==> src/rtl/cpu_prog_loader_pkg.sv <==
// Shared types and default sizes for the CPU program loader.
package cpu_prog_loader_pkg;

    localparam int unsigned LD_AW        = 8;
    localparam int unsigned LD_DW        = 8;
    localparam int unsigned LD_MEM_DEPTH = 256;
    localparam int unsigned LD_CYC_W     = 16;

    typedef enum logic [2:0] {
        ST_IDLE,
        ST_LOAD,
        ST_CHK,
        ST_RUN,
        ST_DONE,
        ST_ERR
    } ld_state_e;

    typedef enum logic [1:0] {
        LD_ERR_NONE = 2'b00,
        LD_ERR_CHK  = 2'b01,
        LD_ERR_TMO  = 2'b10,
        LD_ERR_LEN  = 2'b11
    } ld_err_e;

endpackage

==> src/rtl/cpu_prog_loader_if.sv <==
// Program byte stream (valid/ready) between the byte source and the loader.
interface cpu_prog_loader_if #(
    parameter int unsigned DW = 8
);
    logic          ivalid;
    logic [DW-1:0] idata;
    logic          oready;

    modport master (output ivalid, output idata, input oready);
    modport slave  (input ivalid, input idata, output oready);
endinterface

==> src/rtl/cpu_prog_loader.sv <==
// Loads a program byte stream into CPU memory from address 0, runs the CPU and times the run.
// Build option CPU_LD_CHKSUM_EN adds a trailing checksum byte that must zero the byte sum.
module cpu_prog_loader
    import cpu_prog_loader_pkg::*;
#(
    parameter int unsigned AW        = LD_AW,
    parameter int unsigned DW        = LD_DW,
    parameter int unsigned MEM_DEPTH = LD_MEM_DEPTH,
    parameter int unsigned CYC_W     = LD_CYC_W
) (
    input  logic             iclk,
    input  logic             irst_n,
    input  logic             istart,
    input  logic [AW:0]      ilen,
    cpu_prog_loader_if.slave stream,
    output logic             omem_we,
    output logic [AW-1:0]    omem_addr,
    output logic [DW-1:0]    omem_wdata,
    output logic             ocpu_en,
    input  logic             icpu_done,
    output logic             obusy,
    output logic             oload_done,
    output logic [1:0]       oerr,
    output logic [CYC_W-1:0] ocycles
);

    localparam int unsigned      CW      = AW + 1;
    localparam logic [CYC_W-1:0] CYC_MAX = '1;

    ld_state_e   state, state_n;
    ld_err_e     err_q, err_d;
    logic [AW:0] len_q, cnt_q;
    logic        ready_d, busy_d, load_done_d, cpu_en_d;
    logic        xfer, start_acc, len_bad, last_xfer, cyc_max;

    assign xfer      = stream.ivalid && stream.oready;
    assign start_acc = istart && (state == ST_IDLE || state == ST_DONE || state == ST_ERR);
    assign len_bad   = (ilen == '0) || (32'(ilen) > MEM_DEPTH);
    // cnt_q is one bit wider than the address so a full-depth program ends without wrapping
    assign last_xfer = xfer && (state == ST_LOAD) && ((cnt_q + CW'(1)) == len_q);
    assign cyc_max   = (ocycles == CYC_MAX);
    assign oerr      = err_q;

`ifdef CPU_LD_CHKSUM_EN
    logic [DW-1:0] sum_q;
    logic          chk_ok;

    assign chk_ok = ((sum_q + stream.idata) == '0);

    // Running modulo-2^DW sum of the program bytes
    always_ff @(posedge iclk) begin
        if (!irst_n)                         sum_q <= '0;
        else if (start_acc)                  sum_q <= '0;
        else if (state == ST_LOAD && xfer)   sum_q <= sum_q + stream.idata;
    end
`endif

    always_ff @(posedge iclk) begin
        if (!irst_n) state <= ST_IDLE;
        else         state <= state_n;
    end

    always_comb begin
        state_n = state;
        unique case (state)
            ST_IDLE, ST_DONE, ST_ERR: begin
                if (start_acc) state_n = len_bad ? ST_ERR : ST_LOAD;
            end
            ST_LOAD: begin
`ifdef CPU_LD_CHKSUM_EN
                if (last_xfer) state_n = ST_CHK;
`else
                if (last_xfer) state_n = ST_RUN;
`endif
            end
`ifdef CPU_LD_CHKSUM_EN
            ST_CHK: begin
                if (xfer) state_n = chk_ok ? ST_RUN : ST_ERR;
            end
`endif
            ST_RUN: begin
                // first RUN cycle only raises ocpu_en; done wins over the timeout
                if (ocpu_en) begin
                    if (icpu_done)    state_n = ST_DONE;
                    else if (cyc_max) state_n = ST_ERR;
                end
            end
            default: state_n = ST_IDLE;
        endcase
    end

    always_comb begin
        ready_d     = (state_n == ST_LOAD) || (state_n == ST_CHK);
        busy_d      = ready_d || (state_n == ST_RUN);
        load_done_d = (state_n == ST_DONE);
        cpu_en_d    = (state == ST_RUN) && (state_n == ST_RUN);
        err_d       = err_q;
        if (start_acc)                                   err_d = len_bad ? LD_ERR_LEN : LD_ERR_NONE;
        else if (state == ST_RUN && state_n == ST_ERR)   err_d = LD_ERR_TMO;
        else if (state == ST_CHK && state_n == ST_ERR)   err_d = LD_ERR_CHK;
    end

    always_ff @(posedge iclk) begin
        if (!irst_n) begin
            stream.oready <= 1'b0;
            obusy         <= 1'b0;
            oload_done    <= 1'b0;
            ocpu_en       <= 1'b0;
            err_q         <= LD_ERR_NONE;
            omem_we       <= 1'b0;
            omem_addr     <= '0;
            omem_wdata    <= '0;
            ocycles       <= '0;
            len_q         <= '0;
            cnt_q         <= '0;
        end else begin
            stream.oready <= ready_d;
            obusy         <= busy_d;
            oload_done    <= load_done_d;
            ocpu_en       <= cpu_en_d;
            err_q         <= err_d;
            omem_we       <= 1'b0;
            if (start_acc && !len_bad) begin
                len_q   <= ilen;
                cnt_q   <= '0;
                ocycles <= '0;
            end else if (state == ST_LOAD && xfer) begin
                omem_we    <= 1'b1;
                omem_addr  <= cnt_q[AW-1:0];
                omem_wdata <= stream.idata;
                cnt_q      <= cnt_q + CW'(1);
            end
            if (ocpu_en && !cyc_max) ocycles <= ocycles + CYC_W'(1);
        end
    end

endmodule
==> src/flat_wrapper.sv <==
// flat-port wrapper written by rule: the top's interface ports become plain ports
module cpu_prog_loader_flat import cpu_prog_loader_pkg::*;
#(
    parameter int unsigned AW        = LD_AW,
    parameter int unsigned DW        = LD_DW,
    parameter int unsigned MEM_DEPTH = LD_MEM_DEPTH,
    parameter int unsigned CYC_W     = LD_CYC_W
)
  (iclk, irst_n, istart, ilen, omem_we, omem_addr, omem_wdata, ocpu_en, icpu_done, obusy, oload_done, oerr, ocycles, stream_ivalid, stream_idata, stream_oready);
  cpu_prog_loader_if #(.DW(DW)) stream_i ();
  input  logic iclk;
  input  logic irst_n;
  input  logic istart;
  input  logic [AW:0] ilen;
  output logic omem_we;
  output logic [AW-1:0] omem_addr;
  output logic [DW-1:0] omem_wdata;
  output logic ocpu_en;
  input  logic icpu_done;
  output logic obusy;
  output logic oload_done;
  output logic [1:0] oerr;
  output logic [CYC_W-1:0] ocycles;
  input wire logic [$bits(stream_i.ivalid)-1:0] stream_ivalid;
  input wire logic [$bits(stream_i.idata)-1:0] stream_idata;
  output wire logic [$bits(stream_i.oready)-1:0] stream_oready;
  assign stream_i.ivalid = stream_ivalid;
  assign stream_i.idata = stream_idata;
  assign stream_oready = stream_i.oready;
  cpu_prog_loader #(.AW(AW), .DW(DW), .MEM_DEPTH(MEM_DEPTH), .CYC_W(CYC_W)) u_core (.iclk(iclk), .irst_n(irst_n), .istart(istart), .ilen(ilen), .stream(stream_i), .omem_we(omem_we), .omem_addr(omem_addr), .omem_wdata(omem_wdata), .ocpu_en(ocpu_en), .icpu_done(icpu_done), .obusy(obusy), .oload_done(oload_done), .oerr(oerr), .ocycles(ocycles));
endmodule
==> config.mk <==
export PLATFORM = sky130hd
export DESIGN_NAME = cpu_prog_loader_flat
export DESIGN_NICKNAME = d
export VERILOG_FILES = /design/src/rtl/cpu_prog_loader_pkg.sv /design/src/rtl/cpu_prog_loader_if.sv /design/src/rtl/cpu_prog_loader.sv /design/src/flat_wrapper.sv
export SDC_FILE = /design/constraint.sdc
export NUM_CORES = 1
export LEC_CHECK = 0
export ABC_CLOCK_PERIOD_IN_PS = 5300
export BUFFER_PORTS_ARGS = -buffer_cell sky130_fd_sc_hd__buf_2
export CAP_MARGIN = 15
export CORE_ASPECT_RATIO = 1.2
export CORE_MARGIN = 8
export CORE_UTILIZATION = 54
export DETAILED_ROUTE_END_ITERATION = 8
export PLACE_DENSITY = 0.8
export SLEW_MARGIN = 5
export SYNTH_ARGS = -nofsm -noshare
export SYNTH_HDL_FRONTEND = slang
export SYNTH_SLANG_ARGS = --single-unit
export TNS_END_PERCENT = 5
==> constraint.sdc <==
create_clock -name iclk -period 5.3 [get_ports iclk]
set_input_delay 0 -clock iclk [delete_from_list [all_inputs] [get_ports iclk]]
set_output_delay 0 -clock iclk [all_outputs]
set_load 0.005 [all_outputs]
# After elaboration in Yosys (flattened, before gate mapping)
# Index checks and enable logic that the tools add are counted.
# totals
latchBits	0
inputBits	22
regBits	60
ramBits	0
n_memories	0
word_cells	66
out_inout_bits	39
romBits	0
# op_classes
div_mod_pow	0
bitwise_logic	2
n_shift	0
eq_ne	12
mul	0
order_cmp	1
n_mux	14
n_addsub	2
n_reduce_logical	23
# op_table
op	count
two-way mux 16 bit	2
two-way mux 3 bit	6
adder 16 x 1 -> 16 bit (second input constant)	1
== test 16 bit (second input constant)	1
== test 3 x 2 -> 1 bit (second input constant)	4
== test 3 bit (second input constant)	4
adder 9 x 1 -> 9 bit (second input constant)	1
== test 9 bit	1
greater-than comparator 9 bit (second input constant)	1
logical AND 1 bit	9
zero test 9 bit	1
case mux 3 bit (3 select lines)	1
two-way mux 2 bit	4
== test 3 x 1 -> 1 bit (second input constant)	2
logical OR 1 bit	5
zero test 3 bit	1
nonzero test 3 bit	1
OR reduction 3 bit	1
zero test 1 bit	2
NOT 1 bit	2
AND reduction 2 bit	1
nonzero test 2 bit	1
OR reduction 2 bit	1
two-way mux 1 bit	1

# Depth between registers and ports, before layout
# depth
word_depth	11
ltp_mapped	8
ltp_nobuf	6

# Least setup slack after synthesis
# Ideal clock, no wire load.
# synth_path
path_kind	register -> register
startpoint	register u_core.cnt_q[0]
endpoint	register u_core.stream.oready
t_arrival_ps	2033
path_buffers	0
setup_ps	117
stages_incl_launch_ff	7
path_slack_ps	3150
synth_period_minus_slack_ps	2150
t_required_ps	5183
path_cell_list	dfxtp_1 ha_1 xnor2_1 nand4_1 or4_1 a2111oi_2 and4bb_1
# synth_between
elab_chain_len	7
elab_cells_between_ends	8
classes_between	add/sub (1); eq/ne (3); mux (2); reduce/logical (2)
# synth_rtl
item	line_no	source
from (decl)	cpu_prog_loader.sv:32	logic [AW:0] len_q, cnt_q;
from (signal assigned)	cpu_prog_loader.sv:131	cnt_q <= cnt_q + CW'(1);
adder 9 x 1 -> 9 bit *	cpu_prog_loader.sv:40	assign last_xfer = xfer && (state == ST_LOAD) && ((cnt_q + CW'(1)) == len_q);
== test 9 bit *	cpu_prog_loader.sv:40	
logical AND 1 bit *	cpu_prog_loader.sv:40	
two-way mux 3 bit *	cpu_prog_loader.sv:73	if (last_xfer) state_n = ST_RUN;
case mux 3 bit (3 select lines) *	cpu_prog_loader.sv:65	unique case (state)
== test 3 x 1 -> 1 bit / == test 3 x 2 -> 1 bit (equally long branches)	cpu_prog_loader.sv:93	ready_d = (state_n == ST_LOAD) || (state_n == ST_CHK);
logical OR 1 bit *	cpu_prog_loader.sv:93	
to (signal assigned)	cpu_prog_loader.sv:117	stream.oready <= ready_d;
to (decl)	cpu_prog_loader_if.sv:10	modport slave (input ivalid, input idata, output oready);
# Mark *: on every way between the ends. The rest lies on a longest branch, timed or not.
# A chain may end at the register's enable or synchronous reset.

# Worst setup path in the final report
# layout_path
startpoint	input port ilen[0]
endpoint	register u_core.stream.oready
# layout_between
elab_chain_len	7
elab_cells_between_ends	9
classes_between	order compare (1); eq/ne (2); mux (3); reduce/logical (3)
# layout_rtl
item	line_no	source
from (decl)	flat_wrapper.sv:14	input logic [AW:0] ilen;
greater-than comparator 9 bit / zero test 9 bit (equally long branches)	cpu_prog_loader.sv:38	assign len_bad = (ilen == '0) || (32'(ilen) > MEM_DEPTH);
logical OR 1 bit *	cpu_prog_loader.sv:38	
two-way mux 3 bit * (2 in a row)	cpu_prog_loader.sv:67	if (start_acc) state_n = len_bad ? ST_ERR : ST_LOAD;
case mux 3 bit (3 select lines) *	cpu_prog_loader.sv:65	
== test 3 x 1 -> 1 bit / == test 3 x 2 -> 1 bit (equally long branches)	cpu_prog_loader.sv:93	
logical OR 1 bit *	cpu_prog_loader.sv:93	
# Marks and branches as above.

==> key figures <==
Timing
  – Final hold vios: 0
  – Period utilization: 47.0%
  – Final clock skew: 0.00886 ns
  – Endpoints failing setup: 0
  – Tmin final: 2.49 ns
  – FMAX: 402 MHz
  – Final worst slack: 2.81 ns
  – Worst slew pin tran: 1.02 ns
  – Normalized max-slew margin: 31.7%
  – Final slew viol count: 0
  – RSZ-0062 raised after global routing: no
  – Setup TNS: 0 ns

Worst setup path
  – WS Path Type: in2reg
  – CP required: 5.58 ns
  – FF-to-FF End: u_core.stream.oready
  – Critical path fanouts, max: 10
  – CP startpoint: ilen[0]
  – Reg2reg path depth: 5
  – Critical Path Sink Type: flop
  – Reg-to-Reg Start: u_core.state[0]
  – CP arrival: 2.77 ns
  – Setup crit start kind: primary input
  – Critical Path End: u_core.stream.oready
  – Flop-to-flop setup slack: 2.86 ns

Floorplanning
  – Die width: 82.3 um
  – Initial core utilization: 54.8%
  – Die H: 95.5 um
  – DIE AREA: 7850 um^2
  – Row Count: 29
  – IO Pins: 61
  – Core area: 5190 um^2

Placed design
  – Pre-CTS setup slack: 2.90 ns
  – Dpl cells: 440
  – RePlAce Congestion: 0.840
  – IO buf count: 60
  – Post-DP HPWL: 4.99 mm

Synth
  – Post-synthesis sequential area ratio: 42.2%
  – Cell taking the most area after synthesis: dfxtp_1
  – Post-Syn Instances: 336
  – YS warnings: 0
  – Synth Net Count: 360
  – Ys flop type: dfxtp_1
  – Post-synth top area share: 42.2%
  – Top post-synthesis cells by area: dfxtp_1 (42%), nand2_1 (6.7%), a21oi_1 (4.8%)
  – Seq cells post-synth: 60
  – Async SR Flop Fraction: 0%
  – Post-synth cell types: 56
  – EDFF count, synth: 0
  – Post-synth design cell area: 2840 um^2
  – Avg Cell Area, Syn: 8.46 um^2

Worst hold path
  – Hold Startpoint: icpu_done
  – Worst Hold Class: in2reg

Job
  – Max cap viols: 0

Detailed routing
  – Residual DRC: 0
  – Via density: 5.73
  – Wire per inst: 15.4 um
  – Total number of vias: 2714
  – Starting DRT DRC Count: 129
  – Post-route ant nets: 0
  – DRT Wirelength: 7.32 mm
  – First-pass DRT Iterations: 4

Global route
  – GR Overflow Total: 0
  – First-pass GRT wire length: 11.8 mm
  – Pin count of the biggest net entering global routing: 37
  – Initial antenna violation count: 1
  – Vias in the first global route: 2667
  – Overall Global Routing Usage: 19.5%

Outcome
  – Status: complete, no violations

Clock tree
  – CTS root buffer: clkbuf_8
  – Post-CTS setup buffer count: 0
  – Clock Sinks: 60
  – CTS Buf Count: 9
  – Clock Latency Late Sink: 0.34 ns
  – CTS H-Tree Depth: 3
  – Number of hold buffers added after cts: 18
  – CTS clk-pin slew, worst paths: 0.06 ns
  – TritonCTS clock tree: yes
  – Resized Gates After CTS: 0
  – Clk buf depth: 2

Layout
  – Share of layout cells above drive strength 1: 21.7%
  – Commonest cells after routing, fill and taps aside: buf_2 (60), dfxtp_1 (60), nand2_1 (51)
  – Fill count: 423
  – Area delta synth->final: 23.5%
  – Final net count: 431
  – Post-Layout Cell Count: 474

Power
  – Peak supply drop: 0.217 mV
  – Pwr Density: 271 nW/um^2
  – Pleak: 1.45 nW
==> layer usage <==
metal,track usage [%],vias up,share of wire [%]
met5,0,-,0
met4,10.9,0,2.6
met3,5.85,21,6.3
met2,34.1,87,52
met1,20.0,1258,39
li1,-,1348,-
==> critical path, stage by stage <==
cell	delay, ns
dlygate4sd3_1	0.56
buf_2	0.14
or4_4	0.57
o21a_1	0.25
nor3_2	0.75
o32a_4	0.30
and4bb_1	0.19
==> Yosys cell counts (3+ instances only) <==
| cell type | count |
|---|---|
| nor4_1 | 6 |
| a211oi_1 | 3 |
| mux2i_1 | 8 |
| a21oi_1 | 27 |
| dfxtp_1 | 60 |
| and2_1 | 4 |
| or3_1 | 7 |
| o21a_1 | 3 |
| a21o_1 | 5 |
| nor3_1 | 7 |
| inv_1 | 6 |
| and4_1 | 6 |
| nor2_1 | 33 |
| nand4_1 | 8 |
| o22ai_1 | 5 |
| xnor2_1 | 8 |
| clkbuf_1 | 11 |
| nand2_1 | 51 |
| xor2_1 | 9 |
| o21ai_0 | 10 |
| nand3_1 | 13 |
| buf_2 | 3 |
==> flip-flops by register name, indices dropped and copies added (netlist names) <==
signal and flops:
u_core.stream.oready 1, u_core.ocycles 16, u_core.obusy 1, u_core.omem_we 1
u_core.ocpu_en 1, u_core.omem_wdata 8, u_core.oerr 2, u_core.omem_addr 8
u_core.cnt_q 9, u_core.oload_done 1, u_core.len_q 9, u_core.state 3
==> area by class of cell <==
| type | count | area (um^2) | area share (%) |
|---|---|---|---|
| flip-flops and latches | 60 | 1200 | 34.2 |
| clock inverters | 4 | 48.8 | 1.39 |
| clock buffers | 11 | 151 | 4.31 |
| repair buffers | 78 | 480 | 13.7 |
| diodes | 1 | 2.50 | 0.0712 |
| well taps | 62 | 77.6 | 2.21 |
| inverters | 7 | 26.3 | 0.748 |
| multi-input cells | 251 | 1530 | 43.4 |
==> worst min-delay path by stage <==
stage | cells past startpoint | end
2_1_floorplan | 2 | u_core.omem_wdata[0]
3_3_place_gp | 3 | u_core.omem_wdata[7]
3_5_place_dp | 3 | u_core.omem_wdata[7]
4_1_cts | 3 | u_core.oerr[1]
5_1_grt | 3 | u_core.oerr[1]
6_report | 3 | u_core.oerr[1]
==> cells by family after synthesis <==
| kind of cell | share of synthesized area, % |
|---|---|
| xor+xnor | 5.24 |
| buf+inv | 4.14 |
| fa+ha+maj | 0.880 |
| compound gates | 16.8 |
| flops | 42.2 |
| mux | 2.82 |
| simple gates | 27.8 |
==> stage by stage <==
stage	cell area, um^2	utilization (%)	total power, mW	hold slack [ns]
2_1_floorplan	2840	-	0.514	0.136
3_3_place_gp	3130	60.3	0.533	0.241
3_5_place_dp	3130	60.3	0.535	0.248
4_1_cts	3510	67.7	0.957	0.00157
5_1_grt	3510	67.7	0.984	0.0203
6_report	3510	67.7	0.954	0.0137
==> power by group <==
| part | leakage (nW) | total (mW) | switching, mW | internal (mW) |
|---|---|---|---|---|
| sequential | 0.486 | 0.465 | 0.00574 | 0.459 |
| clock | 0.105 | 0.417 | 0.178 | 0.239 |
| combinational | 0.862 | 0.0713 | 0.0368 | 0.0345 |
| total | 1.45 | 0.954 | 0.221 | 0.733 |
Note: power is estimated with default switching activity, not from simulation.
